**config.mk**
```make
export PLATFORM = sky130hd
export DESIGN_NAME = decoder_rll
export DESIGN_NICKNAME = d
export VERILOG_FILES = /design/src/rtl/rll_pkg.sv /design/src/rtl/decoder_rll_serializer.sv /design/src/rtl/decoder_rll.sv
export SDC_FILE = /design/constraint.sdc
export NUM_CORES = 1
export LEC_CHECK = 0
export CAP_MARGIN = 10
export CORE_ASPECT_RATIO = 1.25
export CORE_MARGIN = 5
export CORE_UTILIZATION = 49
export CTS_BUF_LIST = sky130_fd_sc_hd__clkbuf_4 sky130_fd_sc_hd__clkbuf_8
export DETAILED_ROUTE_END_ITERATION = 10
export PLACE_DENSITY = 0.8
export SLEW_MARGIN = 10
export SYNTH_ARGS = -nofsm -noshare
export SYNTH_HDL_FRONTEND = slang
export SYNTH_SLANG_ARGS = --single-unit
```
**constraint.sdc**
```tcl
create_clock -name clk_i -period 3.4 [get_ports clk_i]
set_input_delay 0.51 -clock clk_i [delete_from_list [all_inputs] [get_ports clk_i]]
set_output_delay 0.51 -clock clk_i [all_outputs]
set_load 0.02 [all_outputs]
```
**src/rtl/rll_pkg.sv**
```systemverilog
// RLL(2,7) code tables, length encoding and the codeword match helper
// shared by the decoder and its serializer.
package rll_pkg;

  localparam int CW_W   = 8;
  localparam int DATA_W = 4;

  typedef enum logic [2:0] {
    LEN_NONE = 3'd0,
    LEN2     = 3'd2,
    LEN3     = 3'd3,
    LEN4     = 3'd4
  } rll_len_e;

  localparam logic [3:0] CW4_A = 4'b1000;     localparam logic [3:0] D4_A = 4'b0011;
  localparam logic [3:0] CW4_B = 4'b0100;     localparam logic [3:0] D4_B = 4'b0010;
  localparam logic [5:0] CW6_A = 6'b001000;   localparam logic [3:0] D6_A = 4'b0011;
  localparam logic [5:0] CW6_B = 6'b100100;   localparam logic [3:0] D6_B = 4'b0010;
  localparam logic [5:0] CW6_C = 6'b000100;   localparam logic [3:0] D6_C = 4'b0000;
  localparam logic [7:0] CW8_A = 8'b00001000; localparam logic [3:0] D8_A = 4'b0011;
  localparam logic [7:0] CW8_B = 8'b00100100; localparam logic [3:0] D8_B = 4'b0010;

  typedef struct packed {
    logic                hit;
    logic [DATA_W-1:0]   word;
    rll_len_e            len;
  } rll_match_t;

  // Only the newest cnt channel bits take part; the code is prefix-free.
  function automatic rll_match_t rll_match(input logic [CW_W-1:0] cw, input logic [3:0] cnt);
    rll_match_t m;
    m.hit  = 1'b0;
    m.word = 4'd0;
    m.len  = LEN_NONE;
    case (cnt)
      4'd4: begin
        if (cw[3:0] == CW4_A) begin
          m = '{hit: 1'b1, word: D4_A, len: LEN2};
        end else if (cw[3:0] == CW4_B) begin
          m = '{hit: 1'b1, word: D4_B, len: LEN2};
        end else begin
          m.hit = 1'b0;
        end
      end
      4'd6: begin
        if (cw[5:0] == CW6_A) begin
          m = '{hit: 1'b1, word: D6_A, len: LEN3};
        end else if (cw[5:0] == CW6_B) begin
          m = '{hit: 1'b1, word: D6_B, len: LEN3};
        end else if (cw[5:0] == CW6_C) begin
          m = '{hit: 1'b1, word: D6_C, len: LEN3};
        end else begin
          m.hit = 1'b0;
        end
      end
      4'd8: begin
        if (cw == CW8_A) begin
          m = '{hit: 1'b1, word: D8_A, len: LEN4};
        end else if (cw == CW8_B) begin
          m = '{hit: 1'b1, word: D8_B, len: LEN4};
        end else begin
          m.hit = 1'b0;
        end
      end
      default: m.hit = 1'b0;
    endcase
    return m;
  endfunction

endpackage

```
**src/rtl/decoder_rll_serializer.sv**
```systemverilog
// Parallel-to-serial stage: emits a decoded word MSB-first, one bit per cycle;
// a reload overwrites whatever is still draining.
module rll_bit_serializer
  import rll_pkg::*;
(
  input  logic              clk_i,
  input  logic              rst_i,
  input  logic              load_i,
  input  logic [DATA_W-1:0] word_i,
  input  rll_len_e          len_i,
  output logic              bit_o,
  output logic              bit_valid_o
);

  logic [DATA_W-1:0] sh_q, sh_d;
  logic [2:0]        rem_q, rem_d;
  logic              bit_q, bit_d;
  logic              bit_valid_q, bit_valid_d;
  logic [DATA_W-1:0] align_s;

  // Left-align the word, then shift out from bit 3.
  always_comb begin
    sh_d        = sh_q;
    rem_d       = rem_q;
    bit_d       = 1'b0;
    bit_valid_d = 1'b0;
    case (len_i)
      LEN2:    align_s = {word_i[1:0], 2'b00};
      LEN3:    align_s = {word_i[2:0], 1'b0};
      LEN4:    align_s = word_i;
      default: align_s = 4'd0;
    endcase
    if (load_i && (len_i != LEN_NONE)) begin
      bit_d       = align_s[3];
      bit_valid_d = 1'b1;
      sh_d        = {align_s[2:0], 1'b0};
      rem_d       = 3'(len_i) - 3'd1;
    end else if (rem_q != 3'd0) begin
      bit_d       = sh_q[3];
      bit_valid_d = 1'b1;
      sh_d        = {sh_q[2:0], 1'b0};
      rem_d       = rem_q - 3'd1;
    end else begin
      rem_d = 3'd0;
    end
  end

  always_ff @(posedge clk_i or posedge rst_i) begin
    if (rst_i) begin
      sh_q        <= 4'd0;
      rem_q       <= 3'd0;
      bit_q       <= 1'b0;
      bit_valid_q <= 1'b0;
    end else begin
      sh_q        <= sh_d;
      rem_q       <= rem_d;
      bit_q       <= bit_d;
      bit_valid_q <= bit_valid_d;
    end
  end

  assign bit_o       = bit_q;
  assign bit_valid_o = bit_valid_q;

endmodule

```
**src/rtl/decoder_rll.sv**
```systemverilog
// RLL(2,7) receive decoder: transition detect, codeword framing and match,
// saturating error count, followed by a serial re-emitter of each word.
module decoder_rll
  import rll_pkg::*;
#(
  parameter int ERR_CNT_W = 8
) (
  input  logic                 clk_i,
  input  logic                 rst_i,
  input  logic                 en_i,
  input  logic                 line_i,
  output logic [3:0]           word_o,
  output logic [2:0]           len_o,
  output logic                 word_valid_o,
  output logic                 bit_o,
  output logic                 bit_valid_o,
  output logic                 err_o,
  output logic [ERR_CNT_W-1:0] err_cnt_o
);

  logic                 line_q;
  logic [CW_W-1:0]      cw_q, cw_d;
  logic [3:0]           cnt_q, cnt_d;
  logic [DATA_W-1:0]    word_q, word_d;
  rll_len_e             len_q, len_d;
  logic                 word_valid_q, word_valid_d;
  logic                 err_q, err_d;
  logic [ERR_CNT_W-1:0] err_cnt_q, err_cnt_d;

  logic                 t_s;
  logic [CW_W-1:0]      cw_sh_s;
  logic [3:0]           cnt_inc_s;
  rll_match_t           m_s;

  // Match is evaluated on the post-shift codeword so a word completes on the edge that samples its last bit.
  always_comb begin
    t_s          = line_i ^ line_q;
    cw_sh_s      = {cw_q[CW_W-2:0], t_s};
    cnt_inc_s    = cnt_q + 4'd1;
    m_s          = rll_match(cw_sh_s, cnt_inc_s);
    cw_d         = cw_q;
    cnt_d        = cnt_q;
    word_d       = word_q;
    len_d        = len_q;
    word_valid_d = 1'b0;
    err_d        = 1'b0;
    err_cnt_d    = err_cnt_q;
    if (!en_i) begin
      cw_d  = 8'd0;
      cnt_d = 4'd0;
    end else if (m_s.hit) begin
      word_d       = m_s.word;
      len_d        = m_s.len;
      word_valid_d = 1'b1;
      cw_d         = 8'd0;
      cnt_d        = 4'd0;
    end else if (cnt_inc_s == 4'd8) begin
      err_d = 1'b1;
      cw_d  = 8'd0;
      cnt_d = 4'd0;
      if (err_cnt_q != {ERR_CNT_W{1'b1}}) begin
        err_cnt_d = err_cnt_q + {{(ERR_CNT_W-1){1'b0}}, 1'b1};
      end else begin
        err_cnt_d = err_cnt_q;
      end
    end else begin
      cw_d  = cw_sh_s;
      cnt_d = cnt_inc_s;
    end
  end

  always_ff @(posedge clk_i or posedge rst_i) begin
    if (rst_i) begin
      line_q       <= 1'b0;
      cw_q         <= 8'd0;
      cnt_q        <= 4'd0;
      word_q       <= 4'd0;
      len_q        <= LEN_NONE;
      word_valid_q <= 1'b0;
      err_q        <= 1'b0;
      err_cnt_q    <= {ERR_CNT_W{1'b0}};
    end else begin
      line_q       <= line_i;
      cw_q         <= cw_d;
      cnt_q        <= cnt_d;
      word_q       <= word_d;
      len_q        <= len_d;
      word_valid_q <= word_valid_d;
      err_q        <= err_d;
      err_cnt_q    <= err_cnt_d;
    end
  end

  rll_bit_serializer u_ser (
    .clk_i       (clk_i),
    .rst_i       (rst_i),
    .load_i      (word_valid_q),
    .word_i      (word_q),
    .len_i       (len_q),
    .bit_o       (bit_o),
    .bit_valid_o (bit_valid_o)
  );

  assign word_o       = word_q;
  assign len_o        = len_q;
  assign word_valid_o = word_valid_q;
  assign err_o        = err_q;
  assign err_cnt_o    = err_cnt_q;

endmodule

```
==> results of run 1 <==
## state kept, by name, indices dropped and copies added (netlist names), 2 cells and up
signal       flops
len_o            3
u_ser.sh_q       3
u_ser.rem_q      3
cw_q             7
word_o           2
err_cnt_o        8
cnt_q            4
## logic make-up after synthesis
group           after synthesis  synth area share [%]
compound gates               34                 12.74
xor+xnor                      7                 3.338
fa+ha+maj                     9                 6.131
buf+inv                      17                 4.291
flops                        35                 47.68
mux                           5                 2.929
other cells                   1                0.2042
simple gates                 71                 22.68
## worst paths after layout
path,end,cells after the start
max in group asynchronous,cnt_q[2],3
setup / recovery,err_cnt_o[6],7
hold reg to reg,u_ser.sh_q[2],1
min in group asynchronous,err_cnt_o[0],3
hold / removal,u_ser.sh_q[2],1
setup reg to reg,err_cnt_o[6],6
## critical path: cells and delay by family
family	cells	cell delay (ps)
xor+xnor	1	140
buf+inv	1	430
mux	1	330
simple gates	4	840
## final cells by class
type,count,area [um^2]
Tap cell,40,50.05
Inverter,12,45.04
Sequential cell,35,875.8
Multi-Input combinational cell,128,885.9
Fill cell,319,1530
Clock inverter,2,12.51
Clock buffer,6,76.32
Timing Repair Buffer,22,215.2
## through the flow
stage | hold WS (ps) | cells | utilization (%) | area [um^2] | worst slack [ps]
finish | 503.0 | 245 | 58.54 | 2161 | 1313
global placement | 478.2 | 237 | 56.14 | 2072 | 1062
detailed placement | 491.1 | 237 | 56.14 | 2072 | 1029
floorplan | 458.7 | 180 | - | 1841 | 1597
CTS | 507.1 | 245 | 58.54 | 2161 | 1318
global route | 526.8 | 245 | 58.54 | 2161 | 1242
## power by group through the flow
stage	logic (uW)	registers (uW)	clock network [uW]
2_1_floorplan	116	511	0
3_3_place_gp	195	495	0
3_5_place_dp	199	497	0
4_1_cts	200	489	309
5_1_grt	219	495	328
6_report	196	488	295
## layout by cell type (no fill, tap or decap), types with 2 or more instances in the layout
master / n
sky130_fd_sc_hd__buf_4: 2
sky130_fd_sc_hd__mux2_1: 3
sky130_fd_sc_hd__nand3b_1: 2
sky130_fd_sc_hd__dfrtp_1: 35
sky130_fd_sc_hd__o2bb2ai_1: 2
sky130_fd_sc_hd__mux2i_1: 2
sky130_fd_sc_hd__conb_1: 2
sky130_fd_sc_hd__nor2_1: 13
sky130_fd_sc_hd__nand2b_1: 3
sky130_fd_sc_hd__a21oi_1: 4
sky130_fd_sc_hd__o21ai_0: 11
sky130_fd_sc_hd__inv_1: 12
sky130_fd_sc_hd__xnor2_1: 6
sky130_fd_sc_hd__and3_1: 9
sky130_fd_sc_hd__nand4_1: 3
sky130_fd_sc_hd__nand3_2: 2
sky130_fd_sc_hd__and3b_1: 2
sky130_fd_sc_hd__o21a_1: 2
sky130_fd_sc_hd__clkbuf_8: 5
sky130_fd_sc_hd__clkdlybuf4s50_1: 20
sky130_fd_sc_hd__nand3_1: 4
sky130_fd_sc_hd__nand2_1: 20
sky130_fd_sc_hd__a31oi_1: 4
sky130_fd_sc_hd__ha_1: 9
sky130_fd_sc_hd__or3_1: 2
sky130_fd_sc_hd__nor2b_1: 2
## layer usage
metal / global-route usage, % / up-vias / wire length (um)
li1: - / 661 / -
met1: 15.34 / 616 / 1402
met2: 24.26 / 21 / 1600
met3: 2.718 / 7 / 87
met4: 9.937 / 0 / 87
met5: 0 / - / 0
==> run summary, run 1 <==
=============================================================================
Share of power burned in the clock network                              30.1%
Post-Synthesis Cell Area                                            1837 um^2
DRC violations left                                                         0
Post-CTS Setup Inserts                                                      0
Total clock sinks                                                          35
Area overhead of the layout relative to synthesis                      17.64%
Total of flip-flops plus latches after synthesis                           35
Ports                                                                      23
Standard-cell rows                                                         25
Most common cell in the netlist                                  sky130_fd_sc_hd__dfrtp_1
Worst hold start                                                 u_ser.sh_q[2]
Antenna violations before repair                                            0
# H-tree levels                                                             2
Core region area                                                    3691 um^2
Relative contribution of combinational cells to total power             20.1%
Starting density of the core                                           49.76%
Crit share post-route                                                  61.39%
TNS Setup                                                                0 ps
Flop pwr share                                                          49.8%
Input/output buffers                                                       20
Number of setup violations in the final report                              0
List of cells traversed by the critical path                     clkdlybuf4s50_1, xnor2_1, and2b_2, nand3_2, nor3b_4, and3_1, mux2_1
Wire length of the first global-routing pass                         5.526 mm
Post-CTS resize count                                                       0
Total routing resource utilization after global routing                14.13%
Initial detailed-routing violation count                                   52
Largest voltage drop on the vdd net                                 0.2599 mV
Yosys warnings                                                              0
RSZ-0062 raised after global routing                                       no
Worst-path clk slew                                                     70 ps
Portion of the post-synthesis area used by sequential elements         47.68%
Pint                                                                 698.4 uW
Placed wire-length estimate after detailed placement                 2.337 mm
Critical path data arrival time                                       2250 ps
Final number of hold-violating endpoints                                    0
Overflow after GRT                                                          0
WL final                                                             3.178 mm
Synth area leader                                                sky130_fd_sc_hd__dfrtp_1
Critical register-to-register path startpoint                        cnt_q[0]
Worst Setup SP                                                         line_i
Mean area per synthesized cell                                     10.26 um^2
Startpoint type of the worst setup path                          primary input
Routability-driven placement congestion ratio                          0.8084
Worst Path Max Fanout                                                       7
Wire length per cell                                                 12.97 um
Register-to-register path setup slack                                 1410 ps
Post-detailed-route count of antenna-violating nets                         0
Via count normalized by instance count                                  5.327
Worst Hold Class                                                 flop to flop
Count of TritonRoute iterations in the first routing pass                   4
Worst-case clock skew                                                10.74 ps
Result of the run                                                finished, final reports clean
Number of nets in the layout                                              217
Number of hold buffers added after cts                                      0
Pin count of the biggest net entering global routing                       36
Leakage power total                                               0.001008 uW
Diodes inserted                                                             0
Cell variety after synth                                                   47
FFs w/ async S/R, synth                                                100.0%
Horiz. Die Dim                                                       64.76 um
Total clock buffers created by CTS                                          5
List of most frequent post-synthesis cells                       35 x sky130_fd_sc_hd__dfrtp_1, 20 x sky130_fd_sc_hd__nand2_1, 13 x sky130_fd_sc_hd__nor2_1, 12 x sky130_fd_sc_hd__inv_1, 11 x sky130_fd_sc_hd__o21ai_0
Pwr dens                                                         453.3 nW/um^2
Worst skew pair latency                                                290 ps
Height of the die                                                    78.45 um
Net Sw Power                                                         281.0 uW
Maximum capacitance violations                                              0
Fraction of power spent switching nets                                 28.69%
Total power consumption of the routed design                         979.4 uW
Root buffer cell                                                 sky130_fd_sc_hd__clkbuf_8
Maximum buffer depth of the clock tree                                      2
Number of enable flip-flop cells after synthesis                            0
Highest Clock Rate                                                  479.1 MHz
Clock tree from TritonCTS                                               built
Final Max Tran Viols                                                        0
Post-synth top area share                                              47.68%
Critical Path Max Stage Delay                                          430 ps
Via count of the first global-routing pass                               1271
Proportion of layout cells with a drive suffix above 1                 9.756%
Most used flip-flop cell after synthesis                         sky130_fd_sc_hd__dfrtp_1
Cell with the biggest individual delay on the critical path      sky130_fd_sc_hd__clkdlybuf4s50_1
Endpoint class of the critical path                                      flop
Detailed-route via count                                                 1305
Final worst path period need                                          2087 ps
Critical setup path kind                                         primary input to flop
Worst Path Required                                                   3570 ps
Area of the die                                                     5080 um^2
Syn Inst Count                                                            179
Top cells by area in the synthesized netlist                     sky130_fd_sc_hd__dfrtp_1 48%, sky130_fd_sc_hd__ha_1 6.1%, sky130_fd_sc_hd__nand2_1 4.1%, sky130_fd_sc_hd__and3_1 3.1%, sky130_fd_sc_hd__o21ai_0 3.0%
=============================================================================
Power figures use the tool's default switching activity.
==> inputs of run 2 (changes only) <==
==> constraint.sdc (replaced) <==
create_clock -name clk_i -period 2.08 [get_ports clk_i]
set_input_delay 0.312 -clock clk_i [delete_from_list [all_inputs] [get_ports clk_i]]
set_output_delay 0.312 -clock clk_i [all_outputs]
set_load 0.02 [all_outputs]
==> run summary, run 2 (synthesized netlist as in run 1, its figures left out) <==
==============================================================================
Result of the run                                                 finished, final reports clean
Antenna violations before repair                                             0   unchanged
Fraction of power spent switching nets                                  29.62%   +0.93 points
Flop pwr share                                                           49.0%   -0.8 points
Diodes inserted                                                              0   unchanged
Critical setup path kind                                          flop to flop
Via count normalized by instance count                                   5.394   +1.3%
Worst Path Required                                                    2270 ps   -1300 ps
Overflow after GRT                                                           0   unchanged
Core region area                                                     3691 um^2   unchanged
Worst-case clock skew                                                 8.502 ps   -2.241 ps
Via count of the first global-routing pass                                1324   +4.2%
Total power consumption of the routed design                           1632 uW   +67%
Critical path data arrival time                                        2160 ps   -90 ps
Detailed-route via count                                                  1354   +3.8%
Area overhead of the layout relative to synthesis                       20.84%
Worst Hold Class                                                  primary input to asynchronous set/reset pin
Flip-flop count of the largest register after layout                         8   unchanged
Worst-path clk slew                                                      70 ps   about the same
Count of TritonRoute iterations in the first routing pass                    4   unchanged
Leakage power total                                                0.001036 uW   +2.7%
Final worst path period need                                           1969 ps
Input/output buffers                                                        20   unchanged
Endpoint class of the critical path                                       flop
Final Max Tran Viols                                                         0   unchanged
Proportion of layout cells with a drive suffix above 1                  13.74%   +4.0 points
Worst hold slack                                                      406.4 ps   -96.60 ps
Worst skew pair latency                                                 290 ps   about the same
Pwr dens                                                          735.1 nW/um^2   +62%
Total routing resource utilization after global routing                 15.39%   +1.3 points
Total clock buffers created by CTS                                           5   unchanged
Number of setup violations in the final report                               0   unchanged
Leading cell type in the layout, fill and taps excluded           sky130_fd_sc_hd__dfrtp_1
Clock tree from TritonCTS                                                built
WL final                                                              3.439 mm   +8.2%
Area of the die                                                      5080 um^2   unchanged
Wire length per cell                                                  13.70 um   +5.6%
Startpoint type of the worst setup path                                   flop
# H-tree levels                                                              2   unchanged
Pint                                                                   1148 uW   +64%
Register-to-register path setup slack                                   110 ps   -1300 ps
Maximum buffer depth of the clock tree                                       2   unchanged
Starting density of the core                                            49.76%   unchanged
Largest voltage drop on the vdd net                                  0.3976 mV   +53%
Crit share post-route                                                   94.67%
Relative contribution of combinational cells to total power              20.5%   +0.4 points
Root buffer cell                                                  sky130_fd_sc_hd__clkbuf_8
Critical register-to-register path startpoint                         cnt_q[0]
Routability-driven placement congestion ratio                           0.7765   -3.9%
Standard-cell rows                                                          25   unchanged
Measured slew at the worst slew-check pin                             520.7 ps
Final number of hold-violating endpoints                                     0   unchanged
Highest Clock Rate                                                   507.8 MHz
End of the worst register-to-register path                           word_o[1]
Post-detailed-route count of antenna-violating nets                          0   unchanged
Maximum capacitance violations                                               0   unchanged
DRC violations left                                                          0   unchanged
Net Sw Power                                                          483.2 uW   +72%
Relative slew slack                                                     64.92%
Instance count after placement with tap cells included                     243   +2.5%
Number of cell instances on the worst register-to-register path              7   +1
RSZ-0062 raised after global routing                                        no
Share of power burned in the clock network                               30.5%   +0.4 points
Horiz. Die Dim                                                        64.76 um   unchanged
Most frequent cells in the layout                                 35 x sky130_fd_sc_hd__dfrtp_1, 20 x sky130_fd_sc_hd__nand2_1, 20 x sky130_fd_sc_hd__clkdlybuf4s50_1
Initial detailed-routing violation count                                    62   +19%
Cell Count, Final, Fillers Out                                             251   +2.4%
Worst Path Max Fanout                                                        6   -1
Pin count of the biggest net entering global routing                        36   unchanged
Placed wire-length estimate after detailed placement                  2.488 mm   +6.5%
Height of the die                                                     78.45 um   unchanged
Wire length of the first global-routing pass                          5.947 mm   +7.6%
Number of nets in the layout                                               223   +2.8%
Ports                                                                       23   unchanged
Total clock sinks                                                           35   unchanged
==============================================================================
run 2: cell types whose count changed in the layout (fill, tap and decap cells not counted):
cell	previous run	this run
sky130_fd_sc_hd__nand3_2	2	3
sky130_fd_sc_hd__buf_4	2	8
sky130_fd_sc_hd__nand3_1	4	3
sky130_fd_sc_hd__a31oi_2	0	1
sky130_fd_sc_hd__ha_1	9	8
sky130_fd_sc_hd__a31oi_1	4	3
sky130_fd_sc_hd__ha_2	0	1
run 2: final cells by class:
type | count | area (um^2)
fill | 325 | 1471
clock inverter | 2 | 12.51
inverter | 12 | 45.04
multi-input combinational | 128 | 899.6
tap | 40 | 50.05
clock buffer | 6 | 76.32
timing repair buffer | 28 | 260.3
sequential | 35 | 875.8
run 2: worst max path at each step:
stage                     startpoint         to  slack (ps)  depth (start not counted)
after floorplan             cnt_q[0]  word_o[0]         300                          5
after detailed placement      line_i  word_o[0]         -40                          7
final                       cnt_q[0]  word_o[1]         110                          7
after CTS                   cnt_q[0]  word_o[0]          80                          7
after global routing        cnt_q[0]  word_o[1]           5                          7
after global placement        line_i  word_o[0]           9                          7
run 2: critical path, cell delays in order, from the launching register on:
cell and delay, ps:
sky130_fd_sc_hd__dfrtp_1 420, sky130_fd_sc_hd__ha_2 260, sky130_fd_sc_hd__nand2b_1 120, sky130_fd_sc_hd__a21boi_1 160, sky130_fd_sc_hd__o21ai_2 200, sky130_fd_sc_hd__nand2_1 80
sky130_fd_sc_hd__or4b_1 520, sky130_fd_sc_hd__o21a_1 110
run 2: stage by stage:
step           worst slack [ps]  utilization, %  area (um^2)  setup TNS, ps
3_5_place_dp             -37.52           57.36         2117         -37.52
4_1_cts                   81.92           59.76         2206              0
2_1_floorplan             295.5               -         1841              0
5_1_grt                   4.872           60.14         2220              0
3_3_place_gp              8.904           57.36         2117              0
6_report                  110.8           60.14         2220              0
run 2: power groups by stage:
stage | Sequential, uW | Clock (uW) | Combinational [uW]
final | 800 | 497 | 335
after global placement | 809 | 0 | 323
after global routing | 810 | 532 | 374
after CTS | 800 | 507 | 337
after detailed placement | 812 | 0 | 332
after floorplan | 836 | 0 | 190
run 2: repair_timing:
item                       4_1_cts  5_1_grt
resized for setup                0        3
setup endpoints to repair        0        3
buffers inserted                 0        0
hold buffers                     0        0
run 2: metal layers:
| layer | vias up | wire length (um) | global-route usage [%] |
|---|---|---|---|
| li1 | 679 | - | - |
| met1 | 639 | 1437 | 16.53 |
| met2 | 27 | 1769 | 26.31 |
| met3 | 9 | 124 | 4.578 |
| met4 | 0 | 107 | 9.091 |
| met5 | - | 0 | 0 |
